[src/rtl/subtractor_8bit_serial_pkg.sv]
`default_nettype none
// ============================================================================
// Module  : subtractor_8bit_serial_pkg
// Brief   : FSM state encoding and bit-counter sizing for the serial subtractor.
// Revision: 1.0
// ============================================================================
package subtractor_8bit_serial_pkg;

    typedef enum logic [1:0] {
        IDLE = 2'd0,
        BUSY = 2'd1,
        DONE = 2'd2
    } state_t;

    localparam int C_DEFAULT_WIDTH = 8;
    localparam int C_CNT_W         = $clog2(C_DEFAULT_WIDTH + 1);

    // Counter width for an arbitrary operand width; must be able to hold WIDTH.
    function automatic int cnt_width(input int width);
        return $clog2(width + 1);
    endfunction

endpackage
`default_nettype wire

[src/rtl/subtractor_8bit_serial_full_subtractor.sv]
`default_nettype none
// ============================================================================
// Module  : full_subtractor
// Brief   : One-bit combinational full subtractor (difference and borrow-out).
// Revision: 1.0
// ============================================================================
module full_subtractor (
    input  logic x,
    input  logic y,
    input  logic bin,
    output logic d,
    output logic bout
);

    assign d    = x ^ y ^ bin;
    assign bout = (~x & y) | (~(x ^ y) & bin);

endmodule
`default_nettype wire

[src/rtl/subtractor_8bit_serial.sv]
`default_nettype none
// ============================================================================
// Module  : subtractor_8bit_serial
// Brief   : Bit-serial (LSB first) a - b - bin with valid/ready handshakes.
//           Define SUB_OVERFLOW_EN to add the registered signed-overflow port.
// Revision: 1.0
// ============================================================================
module subtractor_8bit_serial
    import subtractor_8bit_serial_pkg::*;
#(
    parameter int WIDTH = 8
) (
    input  logic             clk,
    input  logic             rst,
    input  logic             in_valid,
    output logic             in_ready,
    input  logic [WIDTH-1:0] a,
    input  logic [WIDTH-1:0] b,
    input  logic             bin,
    output logic             out_valid,
    input  logic             out_ready,
    output logic [WIDTH-1:0] diff,
    output logic             bout
`ifdef SUB_OVERFLOW_EN
    ,
    output logic             ovf
`endif
);

    localparam int CNT_W = cnt_width(WIDTH);

    state_t             r_state;
    state_t             w_next_state;
    logic [WIDTH-1:0]   r_a;
    logic [WIDTH-1:0]   r_b;
    logic               r_br;
    logic [CNT_W-1:0]   r_cnt;
    logic [WIDTH-1:0]   r_diff;
    logic               r_bout;
    logic               w_d;
    logic               w_br_next;
    logic               w_last;

    full_subtractor u_fs (
        .x    (r_a[0]),
        .y    (r_b[0]),
        .bin  (r_br),
        .d    (w_d),
        .bout (w_br_next)
    );

    assign w_last = (r_cnt == CNT_W'(WIDTH - 1));

    always_ff @(posedge clk) begin
        if (rst) begin
            r_state <= IDLE;
        end else begin
            r_state <= w_next_state;
        end
    end

    always_comb begin
        w_next_state = r_state;
        in_ready     = 1'b0;
        out_valid    = 1'b0;
        case (r_state)
            IDLE: begin
                in_ready = 1'b1;
                if (in_valid) w_next_state = BUSY;
            end
            BUSY: begin
                if (w_last) w_next_state = DONE;
            end
            DONE: begin
                out_valid = 1'b1;
                if (out_ready) w_next_state = IDLE;
            end
            default: w_next_state = IDLE;
        endcase
    end

    // Operands shift right so the active bit is always at index 0; result
    // bits enter at the MSB and end up LSB-aligned after WIDTH shifts.
    always_ff @(posedge clk) begin
        if (rst) begin
            r_a    <= '0;
            r_b    <= '0;
            r_br   <= 1'b0;
            r_cnt  <= '0;
            r_diff <= '0;
            r_bout <= 1'b0;
        end else begin
            case (r_state)
                IDLE: begin
                    if (in_valid) begin
                        r_a   <= a;
                        r_b   <= b;
                        r_br  <= bin;
                        r_cnt <= '0;
                    end
                end
                BUSY: begin
                    r_a    <= r_a >> 1;
                    r_b    <= r_b >> 1;
                    r_br   <= w_br_next;
                    r_diff <= {w_d, r_diff[WIDTH-1:1]};
                    r_cnt  <= r_cnt + CNT_W'(1);
                    if (w_last) r_bout <= w_br_next;
                end
                default: ;
            endcase
        end
    end

    assign diff = r_diff;
    assign bout = r_bout;

`ifdef SUB_OVERFLOW_EN
    logic r_ovf;

    // On the last BUSY cycle the stage sees the operand MSBs and yields diff MSB.
    always_ff @(posedge clk) begin
        if (rst) begin
            r_ovf <= 1'b0;
        end else if (r_state == BUSY && w_last) begin
            r_ovf <= (r_a[0] != r_b[0]) && (w_d != r_a[0]);
        end
    end

    assign ovf = r_ovf;
`endif

endmodule
`default_nettype wire

[config.mk]
export PLATFORM = sky130hd
export DESIGN_NAME = subtractor_8bit_serial
export DESIGN_NICKNAME = d
export VERILOG_FILES = /design/src/rtl/subtractor_8bit_serial_pkg.sv /design/src/rtl/subtractor_8bit_serial_full_subtractor.sv /design/src/rtl/subtractor_8bit_serial.sv
export SDC_FILE = /design/constraint.sdc
export NUM_CORES = 1
export LEC_CHECK = 0
export ABC_AREA = 1
export BUFFER_PORTS_ARGS = -buffer_cell sky130_fd_sc_hd__buf_2
export CORE_UTILIZATION = 35
export CTS_CLUSTER_SIZE = 8
export DETAILED_ROUTE_END_ITERATION = 6
export GPL_ROUTABILITY_DRIVEN = 0
export GPL_TIMING_DRIVEN = 0
export PLACE_DENSITY_LB_ADDON = 0.12
export SKIP_CTS_REPAIR_TIMING = 1
export SLEW_MARGIN = 0
export SYNTH_ARGS = -nofsm -noshare
export SYNTH_HDL_FRONTEND = slang
export SYNTH_HIERARCHICAL = 1
export SYNTH_SLANG_ARGS = --single-unit
export TNS_END_PERCENT = 100
[constraint.sdc]
create_clock -name clk -period 1.75 [get_ports clk]
set_input_delay 0.175 -clock clk [delete_from_list [all_inputs] [get_ports clk]]
set_output_delay 0.175 -clock clk [all_outputs]
set_load 0.1 [all_outputs]
==> summary.md, run 1 <==
| Metric | Value |
|---|---|
| Hold Crit Endpoint | `r_state[1]$_SDFFE_PP0P_` |
| Root Buffer | `clkbuf_8` |
| Peak Freq | `approximately 630 MHz` |
| Via/cell ratio | `between 4 and 5` |
| Max-slew violations | `0` |
| Largest net degree at the start of global routing | `11` |
| RSZ-0062 raised after global routing | `false` |
| Final worst slack | `roughly 0.15 ns` |
| Cell-by-cell trace of the critical path | `nor2_4 > buf_2 > buf_6` |
| Total grt overflow | `0` |
| First-pass GRT wire length | `between 5000 and 6000 microns` |
| Syn Area/Cell | `approximately 7.0 sq um` |
| Fin. Hold Viols | `0` |
| Clk_lat worst skew | `0.28 ns` |
| Reg2reg setup slack | `0.50 ns` |
| DRC errors left | `0` |
| Post-synth ARST share | `0` |
| Row Count | `23` |
| Synth Cell Area | `roughly 1500 sq um` |
| Area Growth Syn to Fin | `20.80%` |
| Crit. End Element | `primary output` |
| Reg-to-Reg End | `r_a[0]$_SDFFE_PP0P_` |
| Final setup vio count | `0` |
| Metal1 wirelength | `1680 microns` |
| Outcome | `finished clean` |
| Hold Crit Depth | `4` |
| CTS tree | `done` |
| CTS sink count | `32` |
| Post-synth top flop | `dfxtp_1` |
| Setup tns final | `0 ns` |
| H-tree levels | `2` |
| Worst Hold Class | `in2reg` |
| Drt wl/cell | `about 11 microns` |
| Gr usage total | `0.1786` |
| Cell internal pwr | `1.199 mW` |
| Arr. time, crit path | `approximately 1.4 ns` |
| # port buffers | `29` |
| Synth area leaders | `dfxtp_1, nand3_1, nand2_1, nor2_1, inv_1` |
| Syn nets | `~240` |
| Met2 wire len | `roughly 1500 microns` |
| Synth Instances | `212` |
| CTS clk-pin slew, worst paths | `about 0.060 ns` |
| Drt pass-1 iters | `4` |
| Share of cells above drive strength 1 | `0.2088` |
| Max stage delay on crit path | `around 0.37 ns` |
| Tmin final | `roughly 1.6 ns` |
| Die H | `around 67 microns` |
| Crit-path slowest cell | `dfxtp_1` |
| Sequential power share | `0.458` |
| Psw | `between 500 and 600 uW` |
| Count of maximum capacitance violations | `0` |
| R2r worst-path depth | `6` |
| Synth cell types | `19` |
| Register area share after synthesis | `0.4346` |
| Die W | `roughly 67 microns` |
| Synth top cells by count | `nand2_1, nand3_1, dfxtp_1` |
| Startpoint Class | `flop` |
| Post-Place Cell Area | `1684 sq um` |
| Peak VDD IR | `roughly 0.46 mV` |
| IO Pins | `32` |
| Hold wc startpoint | `out_ready` |
| Area of the die | `about 4500 sq um` |
| Final period utilization | `0.9133` |
| Initial DRC Count | `36` |
| Metal3 WL | `131 microns` |
| Cell taking the most area after synthesis | `dfxtp_1` |
| Initial Utilization | `0.3658` |
| Initial antenna violation count | `0` |
| Worst r2r src | `r_state[0]$_SDFFE_PP0P_` |
| Number of synthesized flops with an enable pin | `0` |
| Num CTS Buffers | `5` |
| Inserted Diodes | `0` |
| Antenna viol nets, final | `0` |
| CP Class | `reg2out` |
| Clock power frac | `0.329` |
| Logic gate share of total power | `0.213` |
| Switching Share | `0.3161` |
| Ys Warns | `6` |
| Core area | `a little over 4000 sq um` |
| Worst-margin pin slew | `roughly 0.52 ns` |
| CTS Buffer Depth | `2` |
| Final HPWL DP | `~2400 microns` |
| Synth top area share | `0.4346` |
| Worst clock skew | `between 0.004 and 0.005 ns` |
| Max FO, Critical Path | `10` |
| Worst slack at placement | `about 0.25 ns` |
| Relative slew margins | `0.6516` |
| Vias in the first global route | `~1,300` |
| Uppermost layer routed | `met4` |
| Final net count | `271` |
| Count leader, synth | `nand2_1` |
| Pleak | `between 0.8 and 0.9 nW` |
| Post-detailed-routing wire length | `roughly 3400 microns` |
| WP data required | `around 1.6 ns` |
| PD cells | `about 1000 nW/um^2` |
| Vias | `1,410` |
| Number of synthesized register bits | `32` |
| Overall Power | `1.753 mW` |
| Final Cell Area | `roughly 1800 sq um` |
==> worst max path at each step <==
stage,startpoint,end
after floorplan,r_state[1]$_SDFFE_PP0P_,r_state[1]$_SDFFE_PP0P_
after global placement,r_state[0]$_SDFFE_PP0P_,in_ready
after detailed placement,r_state[1]$_SDFFE_PP0P_,in_ready
after CTS,r_state[0]$_SDFFE_PP0P_,in_ready
after global routing,r_state[1]$_SDFFE_PP0P_,in_ready
final,r_state[0]$_SDFFE_PP0P_,in_ready
==> per-layer routing <==
layer	vias to the layer above	GRT usage
li1	736	-
met1	645	0.2311
met2	25	0.2866
met3	4	0.05137
met4	0	0.04787
met5	-	0
==> flip-flops by register name, summed over array words and instances, names as in the netlist <==
register  count
r_cnt         4
diff          8
r_b           8
r_br          1
r_state       2
r_a           8
bout          1
==> stage by stage <==
stage          utilization  instances  hold WS [ns]
3_5_place_dp        0.4180        291        0.4506
6_report            0.4419        299        0.1551
3_3_place_gp        0.4180        291        0.4499
2_1_floorplan            -        212        0.3430
4_1_cts             0.4404        299        0.1501
5_1_grt             0.4419        299        0.1662
==> worst max-delay path, delay by kind of cell (launching register included) <==
| kind | cells | cell delay [ns] |
|---|---|---|
| and+or+nand+nor | 1 | 0.24 |
| buffers and inverters | 2 | 0.53 |
| DFF | 1 | 0.37 |
==> layout by cell type (no fill, tap or decap) <==
cell type,instances
o21ai_0,11
buf_4,4
nand2_2,1
nor2_1,28
fa_1,1
clkbuf_8,6
a21oi_2,2
inv_1,24
inv_2,1
nor2_4,1
a21oi_1,6
nand2_1,47
buf_2,32
dfxtp_1,32
clkbuf_1,3
ha_1,1
buf_1,1
nor2_2,2
buf_6,3
nand3_1,43
==> power groups by stage <==
stage / sequential, mW / clock (mW) / combinational (mW)
after global routing: 0.810 / 0.630 / 0.414
after CTS: 0.804 / 0.599 / 0.375
after detailed placement: 0.820 / 0 / 0.375
after global placement: 0.820 / 0 / 0.371
final: 0.804 / 0.576 / 0.373
after floorplan: 0.930 / 0 / 0.177
==> cell families after synthesis <==
| family | Yosys count | share of synthesized area |
|---|---|---|
| simple gates | 122 | 0.3557 |
| flops | 32 | 0.4346 |
| buf+inv | 37 | 0.1180 |
| compound gates | 19 | 0.06961 |
| fa+ha+maj | 2 | 0.02207 |
==> cell type report <==
type                       count  area [sq um]
buffer                        12         80.08
clock buffer                   8         90.09
inverter                      25         93.84
tap                           50         62.56
fill                         450          2248
timing repair buffer          29         151.4
sequential                    32         640.6
multi-input combinational    143         661.9
Note: power is estimated with default switching activity, not from simulation.
==> run 2: changes to the inputs <==
PLACE_DENSITY = 0.58   (was not set)
PLACE_DENSITY_LB_ADDON = not set   (was 0.12)
==> summary.md, run 2 (same netlist as run 1, synthesis figures left out) <==
| Metric | Value |
|---|---|
| Outcome | `finished clean` |
| Num CTS Buffers | `5` |
| Via/cell ratio | `approximately 4.7` |
| Final HPWL DP | `2325 microns` |
| Pleak | `0.9035 nW` |
| R2r worst-path depth | `6` |
| CP Class | `reg2out` |
| Worst Hold Class | `in2reg` |
| Crit path to | `in_ready` |
| DRC errors left | `0` |
| Fillers | `about 430` |
| Hold slack final | `about 0.16 ns` |
| Finished Layout Cells | `299` |
| Peak Freq | `between 600 and 700 MHz` |
| Peak VDD IR | `roughly 0.51 mV` |
| Max FO, Critical Path | `10` |
| Final worst slack | `around 0.11 ns` |
| Inserted Diodes | `0` |
| Startpoint Class | `flop` |
| Final period utilization | `0.9390` |
| Relative slew margins | `0.6774` |
| Count of maximum capacitance violations | `0` |
| Setup tns final | `0 ns` |
| CTS Buffer Depth | `2` |
| Initial DRC Count | `85` |
| Drt wl/cell | `roughly 11 microns` |
| Final net count | `~270` |
| CP startpoint | `r_state[0]$_SDFFE_PP0P_` |
| Area Growth Syn to Fin | `21.73%` |
| Worst-margin pin slew | `between 0.4 and 0.5 ns` |
| Arr. time, crit path | `about 1.5 ns` |
| Drt pass-1 iters | `4` |
| Vias | `1,393` |
| Initial antenna violation count | `0` |
| Vias in the first global route | `about 1,300` |
| IO Pins | `32` |
| Fin. Hold Viols | `0` |
| Core area | `just over 4000 sq um` |
| Antenna viol nets, final | `0` |
| Hold wc startpoint | `out_ready` |
| Max-slew violations | `0` |
| Crit. End Element | `primary output` |
| CTS sink count | `32` |
| # port buffers | `29` |
| Commonest non-fill, non-tap cell in the layout | `nand2_1` |
| Area of the die | `4475 sq um` |
| Final Cell Area | `between 1500 and 2000 sq um` |
| PD cells | `~1000 nW/um^2` |
| H-tree levels | `2` |
| Worst r2r src | `r_state[0]$_SDFFE_PP0P_` |
| Final setup vio count | `0` |
| Post-Place Cell Area | `1684 sq um` |
| Reg2reg setup slack | `between 0.5 and 0.6 ns` |
| Final core occ | `0.4453` |
| Row Count | `23` |
| Dpl cells | `around 290` |
| Total grt overflow | `0` |
| Hold Crit Depth | `4` |
| Commonest cells after routing, fill and taps aside | `nand2_1, nand3_1, buf_2, dfxtp_1, nor2_1` |
| Reg-to-Reg End | `r_a[0]$_SDFFE_PP0P_` |
| Tmin final | `around 1.6 ns` |
| First-pass GRT wire length | `around 5700 microns` |
| RSZ-0062 raised after global routing | `false` |
| Die W | `roughly 67 microns` |
| Overall Power | `1.868 mW` |
| Die H | `about 67 microns` |
| Worst clock skew | `~0.0068 ns` |
| Root Buffer | `clkbuf_8` |
| Post-detailed-routing wire length | `~3300 microns` |
| Initial Utilization | `0.3658` |
| WP data required | `between 1.5 and 2 ns` |
| Worst slack at placement | `between 0.2 and 0.3 ns` |
| Share of cells above drive strength 1 | `0.2129` |
| Largest net degree at the start of global routing | `11` |
| Gr usage total | `0.1722` |
| Clk_lat worst skew | `around 0.29 ns` |
| CTS tree | `done` |
| CTS clk-pin slew, worst paths | `around 0.060 ns` |
==> run 2: per-layer routing <==
metal  vias to the layer above  track usage  routed length, microns
li1                        740            -                       -
met1                       622       0.2116                    1608
met2                        25       0.2765                    1464
met3                         6      0.06164                     143
met4                         0      0.05585                      42
met5                         -            0                       0
==> run 2: report_power, final <==
| group | internal, mW | leakage [nW] | switching (mW) | total (mW) |
|---|---|---|---|---|
| logic | 0.101 | 0.586 | 0.267 | 0.368 |
| registers | 0.775 | 0.263 | 0.0284 | 0.804 |
| clock network | 0.422 | 0.0552 | 0.274 | 0.696 |
==> run 2: final cells by class <==
class | count | area [sq um] | share of cell area
repair buffers | 29 | 147.6 | 0.08229
multi-input cells | 143 | 661.9 | 0.3689
inverters | 25 | 93.84 | 0.05230
well taps | 50 | 62.56 | 0.03487
plain buffers | 12 | 80.08 | 0.04463
clock inverters | 2 | 35.03 | 0.01953
clock buffers | 6 | 72.57 | 0.04045
flip-flops and latches | 32 | 640.6 | 0.3570
==> run 2: critical path, cell delays in order, from the launching register on <==
cell	delay (ns)
dfxtp_1	0.36
nor2_4	0.24
buf_2	0.26
buf_4	0.32
==> run 2: worst min path at each step <==
stage | end | slack [ns]
CTS | r_state[1]$_SDFFE_PP0P_ | 0.15
global route | r_b[7]$_SDFFE_PP0P_ | 0.18
finish | r_state[1]$_SDFFE_PP0P_ | 0.16
detailed placement | r_a[7]$_SDFFE_PP0P_ | 0.45
global placement | r_state[1]$_SDFFE_PP0P_ | 0.45
floorplan | r_a[7]$_SDFFE_PP0P_ | 0.34
==> run 3: changes to the inputs <==
MAX_ROUTING_LAYER = met4   (was not set)
==> summary.md, run 3 (same netlist as run 1, synthesis figures left out) <==
| Metric | Value |
|---|---|
| Worst clock skew | `roughly 0.0068 ns` |
| CTS Buffer Depth | `2` |
| Worst slack at placement | `around 0.28 ns` |
| Drt pass-1 iters | `4` |
| Initial antenna violation count | `0` |
| Final worst slack | `0.1071 ns` |
| Outcome | `finished clean` |
| Final Cell Area | `1794 sq um` |
| Switching Share | `0.3047` |
| IO Pins | `32` |
| Tmin final | `between 1.5 and 2 ns` |
| Initial DRC Count | `between 80 and 90` |
| Die W | `around 67 microns` |
| Post-Place Cell Area | `between 1500 and 2000 sq um` |
| Drt wl/cell | `10.90 microns` |
| Hold wc startpoint | `out_ready` |
| Relative slew margins | `0.6774` |
| Final period utilization | `0.9388` |
| Finished Layout Cells | `about 300` |
| Peak VDD IR | `roughly 0.5 mV` |
| Overall Power | `around 1.9 mW` |
| Post-detailed-routing wire length | `3260 microns` |
| Metal1 wirelength | `1606 microns` |
| Dpl cells | `approximately 290` |
| Max-slew violations | `0` |
| WP data required | `roughly 1.6 ns` |
| Fin. Hold Viols | `0` |
| PD cells | `around 1000 nW/um^2` |
| Hold slack final | `between 0.15 and 0.2 ns` |
| CP startpoint | `r_state[0]$_SDFFE_PP0P_` |
| CTS tree | `done` |
| Final core occ | `0.4453` |
| Total grt overflow | `0` |
| Final setup vio count | `0` |
| Pleak | `~0.9 nW` |
| Largest net degree at the start of global routing | `11` |
| Logic gate share of total power | `0.197` |
| Peak Freq | `608.7 MHz` |
| Fillers | `around 430` |
| CTS clk-pin slew, worst paths | `approximately 0.060 ns` |
| Vias | `~1,400` |
| Die H | `between 60 and 70 microns` |
| Worst r2r src | `r_state[0]$_SDFFE_PP0P_` |
| # port buffers | `29` |
| Vias in the first global route | `~1,300` |
| Final net count | `approximately 270` |
| Area of the die | `between 4000 and 5000 sq um` |
| Commonest cells after routing, fill and taps aside | `nand2_1, nand3_1, buf_2, dfxtp_1, nor2_1` |
| Worst Hold Class | `in2reg` |
| Clk_lat worst skew | `between 0.2 and 0.3 ns` |
| First-pass GRT wire length | `between 5000 and 6000 microns` |
| Gr usage total | `0.1768` |
| Setup tns final | `0 ns` |
| Num CTS Buffers | `5` |
| Worst-margin pin slew | `approximately 0.49 ns` |
| Psw | `~570 uW` |
| Count of maximum capacitance violations | `0` |
| Uppermost layer routed | `met4` |
| Inserted Diodes | `0` |
| Share of cells above drive strength 1 | `0.2129` |
| Area Growth Syn to Fin | `21.73%` |
| CTS sink count | `32` |
| Max FO, Critical Path | `10` |
| DRC errors left | `0` |
| Startpoint Class | `flop` |
| Root Buffer | `clkbuf_8` |
| Core area | `4029 sq um` |
| Final HPWL DP | `between 2000 and 2500 microns` |
| RSZ-0062 raised after global routing | `false` |
| Arr. time, crit path | `1.47 ns` |
| Clock power frac | `0.373` |
| Cell internal pwr | `approximately 1.3 mW` |
| H-tree levels | `2` |
| Met2 wire len | `about 1500 microns` |
| Sequential power share | `0.430` |
| CP Class | `reg2out` |
| Antenna viol nets, final | `0` |
| Row Count | `23` |
| Crit. End Element | `primary output` |
| Metal3 WL | `between 100 and 150 microns` |
| Initial Utilization | `0.3658` |
| Commonest non-fill, non-tap cell in the layout | `nand2_1` |
| Via/cell ratio | `4.656` |
==> run 3: cell type report <==
type,count,area (sq um),area share
well taps,50,62.56,0.03487
plain buffers,12,80.08,0.04463
clock inverters,2,35.03,0.01953
repair buffers,29,147.6,0.08229
clock buffers,6,72.57,0.04045
flip-flops and latches,32,640.6,0.3570
multi-input cells,143,661.9,0.3689
inverters,25,93.84,0.05230
==> run 3: routing by layer <==
| layer | vias up | track usage |
|---|---|---|
| met3 | 6 | 0.06164 |
| met2 | 25 | 0.2765 |
| met5 | - | - |
| met1 | 621 | 0.2116 |
| li1 | 740 | - |
| met4 | 0 | 0.05585 |
==> run 3: worst max-delay path, stage by stage, from the launching register on <==
cell and delay (ns):
dfxtp_1 0.36, nor2_4 0.24, buf_2 0.26, buf_4 0.32
==> run 3: power groups by stage <==
stage	registers, mW	clock network, mW	logic (mW)
after floorplan	0.930	0	0.177
after global placement	0.820	0	0.367
after detailed placement	0.820	0	0.369
after CTS	0.804	0.712	0.370
after global routing	0.810	0.746	0.409
final	0.804	0.696	0.368
==> run 3: worst paths after layout <==
kind	slack, ns	depth (start not counted)	end
setup / recovery	0.11	3	in_ready
hold / removal	0.16	4	r_state[1]$_SDFFE_PP0P_
setup reg to reg	0.53	6	r_a[0]$_SDFFE_PP0P_
hold reg to reg	0.46	2	r_a[7]$_SDFFE_PP0P_
